### src/rtl/clkdiv_seq_ctrl.sv
// Purpose : accepts a {divide ratio, tick count} job and emits that many one-cycle
//           ticks spaced by the ratio, then a one-cycle done pulse.
// Latency : first tick D cycles after the accept cycle, done one cycle after the last tick.
// Backpressure: oReady is high only in IDLE (and not in reset); requests are never queued.
//
// Ports:
//   iClk, iRst            clock, synchronous active-high reset
//   ivDiv, ivNum, iValid  job request (ratio, tick count), accepted on iValid & oReady
//   oReady                idle and able to take a job (combinational)
//   iAbort                cancels a job while it is running
//   oTick, oDone, oBusy   registered tick pulse, completion pulse, job-in-progress flag
//   ovRemaining           registered count of ticks not yet emitted

module clkdiv_seq_ctrl #(
    parameter int DIV_BITS = 8,
    parameter int CNT_BITS = 8
) (
    input  logic                iClk,
    input  logic                iRst,
    input  logic [DIV_BITS-1:0] ivDiv,
    input  logic [CNT_BITS-1:0] ivNum,
    input  logic                iValid,
    output logic                oReady,
    input  logic                iAbort,
    output logic                oTick,
    output logic                oBusy,
    output logic                oDone,
    output logic [CNT_BITS-1:0] ovRemaining
);

    typedef enum logic [1:0] {
        ST_IDLE = 2'd0,
        ST_RUN  = 2'd1,
        ST_DONE = 2'd2
    } state_t;

    state_t              state_q, state_d;
    logic [DIV_BITS-1:0] pre_q,   pre_d;    // prescaler phase, 0..D-1
    logic [DIV_BITS-1:0] div_q,   div_d;    // latched ratio D (never 0)
    logic [CNT_BITS-1:0] rem_q,   rem_d;    // ticks not yet emitted
    logic                tick_q,  tick_d;
    logic                done_q,  done_d;
    logic                busy_q,  busy_d;

    // Ratio of the incoming request with 0 promoted to 1.
    logic [DIV_BITS-1:0] req_div;
    // Prescaler has reached D-1 and wraps this cycle.
    logic                pre_wrap;
    // Remaining count once the tick currently on oTick is accounted for.
    logic [CNT_BITS-1:0] rem_after;

    always_comb begin
        req_div   = (ivDiv == '0) ? DIV_BITS'(1) : ivDiv;
        pre_wrap  = (pre_q == (div_q - DIV_BITS'(1)));
        rem_after = tick_q ? (rem_q - CNT_BITS'(1)) : rem_q;
    end

    always_comb begin
        state_d = state_q;
        pre_d   = pre_q;
        div_d   = div_q;
        rem_d   = rem_q;
        tick_d  = 1'b0;
        done_d  = 1'b0;

        case (state_q)
            ST_IDLE: begin
                if (iValid) begin
                    div_d = req_div;
                    rem_d = ivNum;
                    if (ivNum != '0) begin
                        state_d = ST_RUN;
                        // The accept cycle itself is prescaler phase 0, so the
                        // count resumes at 1 and the first tick lands D cycles
                        // after acceptance. With D=1 the phase is always 0 and the
                        // first tick is issued straight from the accept cycle.
                        if (req_div == DIV_BITS'(1)) begin
                            pre_d  = '0;
                            tick_d = 1'b1;
                        end else begin
                            pre_d  = DIV_BITS'(1);
                        end
                    end else begin
                        state_d = ST_DONE;
                        pre_d   = '0;
                        done_d  = 1'b1;
                    end
                end
            end

            ST_RUN: begin
                if (iAbort) begin
                    // The tick already on oTick (if any) is left alone; nothing new is issued.
                    state_d = ST_IDLE;
                    pre_d   = '0;
                    rem_d   = '0;
                end else begin
                    rem_d = rem_after;
                    if (tick_q && (rem_q == CNT_BITS'(1))) begin
                        // Last tick is being shown now; finish next cycle.
                        state_d = ST_DONE;
                        pre_d   = '0;
                        done_d  = 1'b1;
                    end else begin
                        pre_d  = pre_wrap ? '0 : (pre_q + DIV_BITS'(1));
                        tick_d = pre_wrap && (rem_after != '0);
                    end
                end
            end

            ST_DONE: begin
                state_d = ST_IDLE;
                rem_d   = '0;
            end

            default: begin
                state_d = ST_IDLE;
                pre_d   = '0;
                rem_d   = '0;
            end
        endcase

        busy_d = (state_d != ST_IDLE);
    end

    always_ff @(posedge iClk) begin
        if (iRst) begin
            state_q <= ST_IDLE;
            pre_q   <= '0;
            div_q   <= DIV_BITS'(1);
            rem_q   <= '0;
            tick_q  <= 1'b0;
            done_q  <= 1'b0;
            busy_q  <= 1'b0;
        end else begin
            state_q <= state_d;
            pre_q   <= pre_d;
            div_q   <= div_d;
            rem_q   <= rem_d;
            tick_q  <= tick_d;
            done_q  <= done_d;
            busy_q  <= busy_d;
        end
    end

    // Ready is masked by reset directly so it drops in the reset cycle itself.
    assign oReady      = (state_q == ST_IDLE) && !iRst;
    assign oTick       = tick_q;
    assign oDone       = done_q;
    assign oBusy       = busy_q;
    assign ovRemaining = rem_q;

endmodule

### config.mk
export PLATFORM = sky130hd
export DESIGN_NAME = clkdiv_seq_ctrl
export DESIGN_NICKNAME = d
export VERILOG_FILES = /design/src/rtl/clkdiv_seq_ctrl.sv
export SDC_FILE = /design/constraint.sdc
export NUM_CORES = 1
export LEC_CHECK = 0
export ABC_AREA = 1
export BUFFER_PORTS_ARGS = -buffer_cell sky130_fd_sc_hd__clkbuf_2
export CAP_MARGIN = 20
export CORE_ASPECT_RATIO = 2
export CORE_MARGIN = 10
export CORE_UTILIZATION = 45
export CTS_CLUSTER_SIZE = 16
export DETAILED_ROUTE_END_ITERATION = 6
export GPL_TIMING_DRIVEN = 0
export PLACE_DENSITY = 0.75
export SLEW_MARGIN = 15
export SYNTH_ARGS = -nofsm -noshare
export SYNTH_HDL_FRONTEND = slang
export SYNTH_SLANG_ARGS = --single-unit
### constraint.sdc
create_clock -name iClk -period 3.7 [get_ports iClk]
set_input_delay 0.74 -clock iClk [delete_from_list [all_inputs] [get_ports iClk]]
set_output_delay 0.74 -clock iClk [all_outputs]
set_load 0.02 [all_outputs]
==> flow_summary.json, run 1 <==
{
  "outcome": "finished clean",
  "synthCells": 274,
  "max_freq_mhz": 456,
  "h-tree-depth": 2,
  "ys_types": 32,
  "numCtsBuffers": 5,
  "ant_nets": 0,
  "synthTopCellsByCount": "nand2_1, nor2_1, dfxtp_1, inv_1, o21ai_0",
  "worstSkewPairLatency_ns": 0.29,
  "p_seq_share_pct": 45.9,
  "hp-class": "register to register",
  "synth.area.top_cells": "dfxtp_1, nand2_1, nor2_1",
  "drv_cap": 0,
  "die_h_um": 110,
  "holdBufCountCts": 0,
  "ios": 32,
  "dp_hpwl_um": 4010,
  "synth.avg_cell_area_um2": 6.63,
  "drive_gt1_share_pct": 20.1,
  "vias": 1896,
  "totalWireLength_um": 4900,
  "grt_pass1_wl_um": 8220,
  "yosysTopAreaCell": "dfxtp_1",
  "setup_viol": 0,
  "synthesis.nets": 298,
  "synthesis.area_um2": 1820,
  "grt_antenna_before_repair": 0,
  "num_antenna_cells": 0,
  "endpoint_kind": "output port",
  "wire_per_inst_um": 13.5,
  "place.gp.congestion": 0.885,
  "synth_top_area_share_pct": 32.0,
  "grt_overflow": 0,
  "startpoint_type": "input pin",
  "swShare_pct": 32.3,
  "viasPerCell": 5.21,
  "fin_crit_ns": 2.19,
  "start_util_pct": 46.8,
  "p_total_uw": 765,
  "ys_warn_count": 0,
  "p_int_uw": 518,
  "fin_tns_setup_ns": 0,
  "core_um2": 3880,
  "required_ns": 2.96,
  "power_frac_comb_pct": 21.2,
  "post-cts-setup-buffers": 0,
  "worstPathArrival_ns": 1.45,
  "grt.total_usage_pct": 14.5,
  "power.density_nw_per_um2": 361,
  "p_switching_uw": 247,
  "firstDrtPassIters": 4,
  "yosysSeqAreaShare_pct": 32.0,
  "drcViolationCount": 0,
  "clk_pin_slew_ns": 0.06,
  "ys.flop_type": "dfxtp_1",
  "cts.sinks": 29,
  "maxSlewHeadroom_pct": 62.8,
  "io_buffers": 31,
  "ys_ff_latch": 29,
  "die_x_um": 64.9,
  "fin_nets": 336,
  "tightest_slew_ns": 0.553,
  "yosysMostFrequentCell": "nand2_1",
  "die-area_um2": 7130,
  "grt_pass1_vias": 1943,
  "period_share_pct": 59.3,
  "cp_max_fo": 5,
  "power.share.clock_pct": 32.9,
  "peakVddDrop_uv": 236,
  "path_class": "input pin to output port",
  "fin_skew_ns": 0.00888,
  "drt-initial-drc-count": 106,
  "rsz0062_at_grt": "no",
  "cts_root_buf": "clkbuf_8",
  "slew_violations": 0,
  "cts_buffer_depth": 2,
  "synth-async-reset-ratio_pct": 0,
  "grt_max_degree": 11,
  "hold_violations": 0,
  "rows": 32,
  "cts_tree": "done",
  "syn_to_final_growth_pct": 16.6,
  "synth-edff-count": 0,
  "post_cts_resized": 0,
  "leakage_nw": 0.934,
  "finalInstanceArea_um2": 2120,
  "postPlaceCellArea_um2": 2040
}
[stage by stage]
stage / util (%) / worst slack, ns / hold slack (ns) / std cells
2_1_floorplan: - / 1.72 / 0.457 / 274
3_3_place_gp: 52.4 / 1.48 / 0.471 / 356
3_5_place_dp: 52.4 / 1.48 / 0.477 / 356
4_1_cts: 54.5 / 1.48 / 0.486 / 364
5_1_grt: 54.5 / 1.38 / 0.513 / 364
6_report: 54.5 / 1.51 / 0.485 / 364
[worst paths after layout]
check	start	endpoint	slack [ns]	depth (start not counted)
setup / recovery	iRst	oReady	1.51	5
hold / removal	div_q[1]	div_q[1]	0.48	2
setup reg to reg	div_q[0]	pre_q[1]	1.88	12
hold reg to reg	div_q[1]	div_q[1]	0.48	2
[sequential cells by signal, summed over array words and instances, names as in the netlist]
signal and cells:
div_q 8, oDone 1, ovRemaining 8, state_q 2, pre_q 8, oTick 1, oBusy 1
[power by group through the flow]
stage / clock, mW / combinational [mW] / sequential (mW)
final: 0.252 / 0.162 / 0.351
after floorplan: 0 / 0.105 / 0.362
after CTS: 0.259 / 0.163 / 0.351
after global routing: 0.274 / 0.184 / 0.354
after global placement: 0 / 0.160 / 0.358
after detailed placement: 0 / 0.162 / 0.358
[critical path: stages]
cell and delay (ns):
clkbuf_2 0.12, inv_1 0.13, nand2_1 0.15, nor2_1 0.13, clkbuf_2 0.18
[routing by layer]
layer,global-route usage (%),part of all wire (%)
met5,0,0
met4,9.54,4.4
met3,3.36,5.0
met2,29.2,56
met1,11.6,35
[kinds of logic after synthesis]
logic type | synth area share [%]
and+or+nand+nor | 36.8
AOI/OAI and AO/OA | 16.3
buffers and inverters | 7.92
DFF | 32.0
xor gates and xnor gates | 4.34
adders and majority gates | 2.75
[layout make-up]
cell class,count,area [µm²]
fill,439,1770
sequential,29,581
tap,51,63.8
timing repair buffer,31,155
clock buffer,6,72.6
clock inverter,2,10.0
buffer,3,12.5
inverter,35,131
multi-input combinational,207,1090
[placed cells by master (no fill, tap or decap)]
| cell | n |
|---|---|
| clkbuf_1 | 3 |
| nor4_1 | 3 |
| nor2_4 | 4 |
| inv_1 | 29 |
| a21oi_2 | 2 |
| nor2_1 | 36 |
| nor3_1 | 5 |
| buf_2 | 1 |
| nand3_1 | 16 |
| xor2_1 | 5 |
| or2_1 | 1 |
| o21ai_1 | 1 |
| inv_2 | 6 |
| nand2_1 | 64 |
| clkbuf_8 | 5 |
| nand2_2 | 1 |
| or2_2 | 2 |
| ha_1 | 4 |
| clkinv_2 | 2 |
| a21oi_4 | 2 |
| a221oi_2 | 1 |
| dfxtp_1 | 29 |
| or2_0 | 1 |
| o21ai_0 | 23 |
| nor2_2 | 3 |
| xnor2_1 | 4 |
| nand3_2 | 1 |
| nor3b_1 | 1 |
| a21oi_1 | 15 |
| nand4_1 | 6 |
| clkbuf_2 | 31 |
| nor3_2 | 1 |
| or2_4 | 1 |
| o221ai_1 | 1 |
| a221oi_1 | 3 |
(Power assumes the default switching activity.)
==> run 2: changes to the inputs <==
Settings changed: PLACE_DENSITY 0.75 to 0.78.
Clock period 3.7 ns to 2 ns, I/O delays scaled along.
==> flow_summary.json, run 2 (synthesis results as in run 1) <==
{
  "outcome": "finished clean",
  "required_ns": 2.17,
  "post-cts-setup-buffers": 0,
  "setup_viol": 0,
  "p_switching_uw": 452,
  "p_total_mw": 1.41,
  "power.share.clock_pct": 32.6,
  "crit_slowest_cell": "dfxtp_1",
  "drt-initial-drc-count": 131,
  "cts_tree": "done",
  "io_buffers": 31,
  "grt-busiest-layer": "met2",
  "h-tree-depth": 2,
  "ant_nets": 0,
  "pre_cts_ws_ns": 0.215,
  "totalWireLength_um": 4920,
  "hold_end": "ovRemaining[1]",
  "r2r_slack_ns": 0.19,
  "finalWorstSetupSlack_ns": 0.189,
  "hp-class": "input pin to register",
  "grt_pass1_wl_um": 7940,
  "num_antenna_cells": 0,
  "fin_crit_ns": 1.81,
  "path_class": "register to register",
  "swShare_pct": 32.0,
  "leakage_nw": 0.934,
  "power_frac_comb_pct": 21.3,
  "endpoint_kind": "register",
  "numCtsBuffers": 5,
  "rsz0062_at_grt": "no",
  "drv_cap": 0,
  "fin_skew_ns": 0.00379,
  "fillers": 405,
  "fin_nets": 336,
  "holdBufCountCts": 0,
  "grt_use_met3_pct": 4.38,
  "slew_violations": 0,
  "post_cts_resized": 0,
  "cts_root_buf": "clkbuf_8",
  "vias": 1878,
  "dp_hpwl_um": 4010,
  "start_util_pct": 46.8,
  "worstSkewPairLatency_ns": 0.29,
  "final_common_cell": "nand2_1",
  "die-area_um2": 7130,
  "final_core_util_pct": 54.5,
  "clk_pin_slew_ns": 0.06,
  "ios": 32,
  "firstDrtPassIters": 4,
  "hold_violations": 0,
  "worstPathArrival_ns": 1.98,
  "wire_per_inst_um": 13.5,
  "cts.sinks": 29,
  "dp_cells": 356,
  "cts_buffer_depth": 2,
  "grt_max_degree": 11,
  "reg2reg_from": "div_q[0]",
  "p_seq_share_pct": 46.1,
  "cp_cell_sequence": "inv_1, ha_1, nand2_1, nor2_1, inv_1, nand2_1, nand2_1, nand2_1, nor2_1, nand2_2, a21oi_4, nor2_1",
  "power.density_nw_per_um2": 666,
  "worstHoldPathCells": 2,
  "hold_start": "iRst",
  "maxSlewHeadroom_pct": 57.8,
  "grt.total_usage_pct": 14.2,
  "stdcell_count": 364,
  "core_um2": 3880,
  "reg2reg_depth": 12,
  "tightest_slew_ns": 0.627,
  "grt_util_met1_pct": 11.1,
  "grtUsageMet2_pct": 27.8,
  "drcViolationCount": 0,
  "die_x_um": 64.9,
  "grt_antenna_before_repair": 0,
  "r2r-end": "pre_q[2]",
  "die_h_um": 110,
  "grt_pass1_vias": 1890,
  "viasPerCell": 5.16,
  "rows": 32,
  "place.gp.congestion": 0.919,
  "p_int_uw": 959,
  "grt_overflow": 0,
  "fin_tns_setup_ns": 0,
  "drive_gt1_share_pct": 20.1,
  "syn_to_final_growth_pct": 16.6,
  "final_cell_mix": "nand2_1, nor2_1, clkbuf_2, inv_1, dfxtp_1",
  "cp_common_cell": "nand2_1",
  "max_freq_mhz": 552,
  "period_share_pct": 90.5,
  "peakVddDrop_uv": 474,
  "crit_path_max_incr_delay_ns": 0.40,
  "cp_max_fo": 6,
  "startpoint_type": "register"
}
==> run 2: cell counts in the layout (fill, tap and decap cells not counted) <==
Identical to the previous run, type by type.
==> run 2: routing by layer <==
| metal | share of wire [%] | up-vias |
|---|---|---|
| li1 | - | 970 |
| met1 | 35 | 830 |
| met2 | 54 | 58 |
| met3 | 5.6 | 20 |
| met4 | 5.0 | 0 |
| met5 | 0 | - |
==> run 2: per-stage QoR <==
stage               hold WS (ns)  area [µm²]
floorplan                  0.457        1820
global placement           0.474        2040
detailed placement         0.482        2040
CTS                        0.336        2120
global route               0.350        2120
finish                     0.345        2120
==> run 2: cell type report <==
class,count,area (µm²),area share [%]
Multi-Input combinational cell,207,1090,51.6
Timing Repair Buffer,31,155,7.32
Clock inverter,2,10.0,0.473
Tap cell,51,63.8,3.01
Sequential cell,29,581,27.4
Buffer,3,12.5,0.591
Clock buffer,6,72.6,3.43
Inverter,35,131,6.20
==> run 2: worst max path at each step <==
stage                    end  slack, ns      startpoint  cells past startpoint
floorplan              oTick       0.42  ovRemaining[0]                      9
global placement    pre_q[1]       0.26        div_q[0]                     12
detailed placement  pre_q[2]       0.22        div_q[0]                     12
CTS                 pre_q[2]       0.21        div_q[0]                     12
global route        pre_q[0]       0.02        div_q[0]                     14
finish              pre_q[2]       0.19        div_q[0]                     12
==> run 2: power groups by stage <==
stage	clock (mW)	combinational, mW	sequential (mW)
detailed placement	0	0.300	0.662
global route	0.500	0.341	0.654
floorplan	0	0.194	0.670
finish	0.460	0.301	0.650
CTS	0.480	0.301	0.649
global placement	0	0.294	0.661
==> run 2: worst max-delay path, delay by kind of cell (launching register included) <==
| family | cells | cell delay [ns] |
|---|---|---|
| AOI/OAI and AO/OA | 1 | 0.22 |
| adders and majority gates | 1 | 0.24 |
| buffers and inverters | 2 | 0.16 |
| DFF | 1 | 0.40 |
| and+or+nand+nor | 8 | 0.67 |
==> run 3: changes to the inputs <==
Settings changed: CTS_BUF_LIST set to sky130_fd_sc_hd__clkbuf_4, GPL_TIMING_DRIVEN 0 to not set.
==> flow_summary.json, run 3 (synthesis results as in run 1) <==
{
  "wire_per_inst_um": 13.8,
  "setup_viol": 0,
  "die_x_um": 64.9,
  "startpoint": "div_q[0]",
  "rsz0062_at_grt": "no",
  "worstPathArrival_ns": 1.95,
  "grt_antenna_before_repair": 0,
  "clk_pin_slew_ns": 0.09,
  "holdBufCountCts": 0,
  "required_ns": 2.22,
  "dp_hpwl_um": 4130,
  "cp-endpoint": "pre_q[1]",
  "numCtsBuffers": 5,
  "die-area_um2": 7130,
  "cts_buffer_depth": 2,
  "num_antenna_cells": 0,
  "cts_root_buf": "clkbuf_4",
  "reg2reg_depth": 12,
  "p_total_mw": 1.28,
  "fin_crit_ns": 1.73,
  "r2r_slack_ns": 0.27,
  "grt_overflow": 0,
  "fin_skew_ns": 0.00883,
  "drive_gt1_share_pct": 20.4,
  "reg2reg_from": "div_q[0]",
  "viasPerCell": 5.30,
  "power.density_nw_per_um2": 611,
  "h-tree-depth": 2,
  "fin_tns_setup_ns": 0,
  "start_util_pct": 46.8,
  "worstHoldPathCells": 3,
  "firstDrtPassIters": 4,
  "endpoint_kind": "register",
  "postPlaceCellArea_um2": 2050,
  "post-cts-setup-buffers": 0,
  "hold_violations": 0,
  "grt_pass1_wl_um": 8250,
  "post_cts_resized": 0,
  "vias": 1931,
  "leakage_nw": 0.928,
  "outcome": "finished clean",
  "cp_max_fo": 6,
  "maxSlewHeadroom_pct": 61.6,
  "grt_pass1_vias": 1973,
  "holdWs_ns": 0.321,
  "totalWireLength_um": 5010,
  "drt-initial-drc-count": 111,
  "ant_nets": 0,
  "core_um2": 3880,
  "syn_to_final_growth_pct": 15.4,
  "drcViolationCount": 0,
  "final_common_cell": "nand2_1",
  "startpoint_type": "register",
  "final_cell_mix": "nand2_1, nor2_1, clkbuf_2, inv_1, dfxtp_1",
  "grt_max_degree": 14,
  "period_share_pct": 86.6,
  "cts_tree": "done",
  "ios": 32,
  "slew_violations": 0,
  "worstSkewPairLatency_ns": 0.33,
  "die_h_um": 110,
  "tightest_slew_ns": 0.570,
  "rows": 32,
  "path_class": "register to register",
  "peakVddDrop_uv": 395,
  "fillers": 409,
  "hp-class": "input pin to register",
  "finalInstanceArea_um2": 2100,
  "drv_cap": 0,
  "grt.total_usage_pct": 14.6,
  "fin_nets": 336,
  "r2r-end": "pre_q[1]",
  "place.gp.congestion": 0.914,
  "max_freq_mhz": 578,
  "io_buffers": 31,
  "cts.sinks": 29
}
## run 3: worst max-delay path, stage by stage (launching register included)
cell     delay (ns)
dfxtp_1        0.41
inv_1          0.09
ha_1           0.24
inv_1          0.06
nand2_1        0.06
nand2_1        0.07
nand2_1        0.04
nand2_1        0.06
nand3_1        0.09
nor2_1         0.13
nand2_2        0.12
a21oi_4        0.20
nor3_1         0.06
## run 3: area by class of cell
| type | count | area (µm²) | share of cell area, % |
|---|---|---|---|
| Clock buffer | 5 | 37.5 | 1.79 |
| Tap cell | 51 | 63.8 | 3.04 |
| Timing Repair Buffer | 34 | 178 | 8.48 |
| Clock inverter | 3 | 12.5 | 0.597 |
| Multi-Input combinational cell | 207 | 1090 | 52.1 |
| Sequential cell | 29 | 581 | 27.7 |
| Inverter | 35 | 131 | 6.27 |
## run 3: routing by layer
layer | global-route usage, % | up-vias | routed length [µm]
li1 | - | 970 | -
met1 | 11.3 | 861 | 1680
met2 | 27.8 | 76 | 2660
met3 | 4.69 | 24 | 348
met4 | 12.6 | 0 | 314
met5 | 0 | - | 0
## run 3: how the worst min path moves through the flow
stage	start	to	slack (ns)
floorplan	div_q[6]	div_q[6]	0.46
global placement	div_q[1]	div_q[1]	0.47
detailed placement	div_q[6]	div_q[6]	0.48
CTS	ivDiv[4]	div_q[4]	0.32
global route	ivDiv[4]	div_q[4]	0.32
finish	ivDiv[4]	div_q[4]	0.32
## run 3: through the flow
stage	util (%)	setup WS [ns]	std cells
floorplan	-	0.422	274
global placement	52.7	0.326	356
detailed placement	52.7	0.277	356
CTS	54.0	0.263	364
global route	54.0	0.00879	364
finish	54.0	0.269	364
## run 3: report_power, final
group | switching [mW] | total [mW] | internal (mW) | leakage, nW
registers | 0.0404 | 0.650 | 0.609 | 0.238
clock network | 0.200 | 0.326 | 0.127 | 0.0300
logic | 0.194 | 0.304 | 0.111 | 0.659
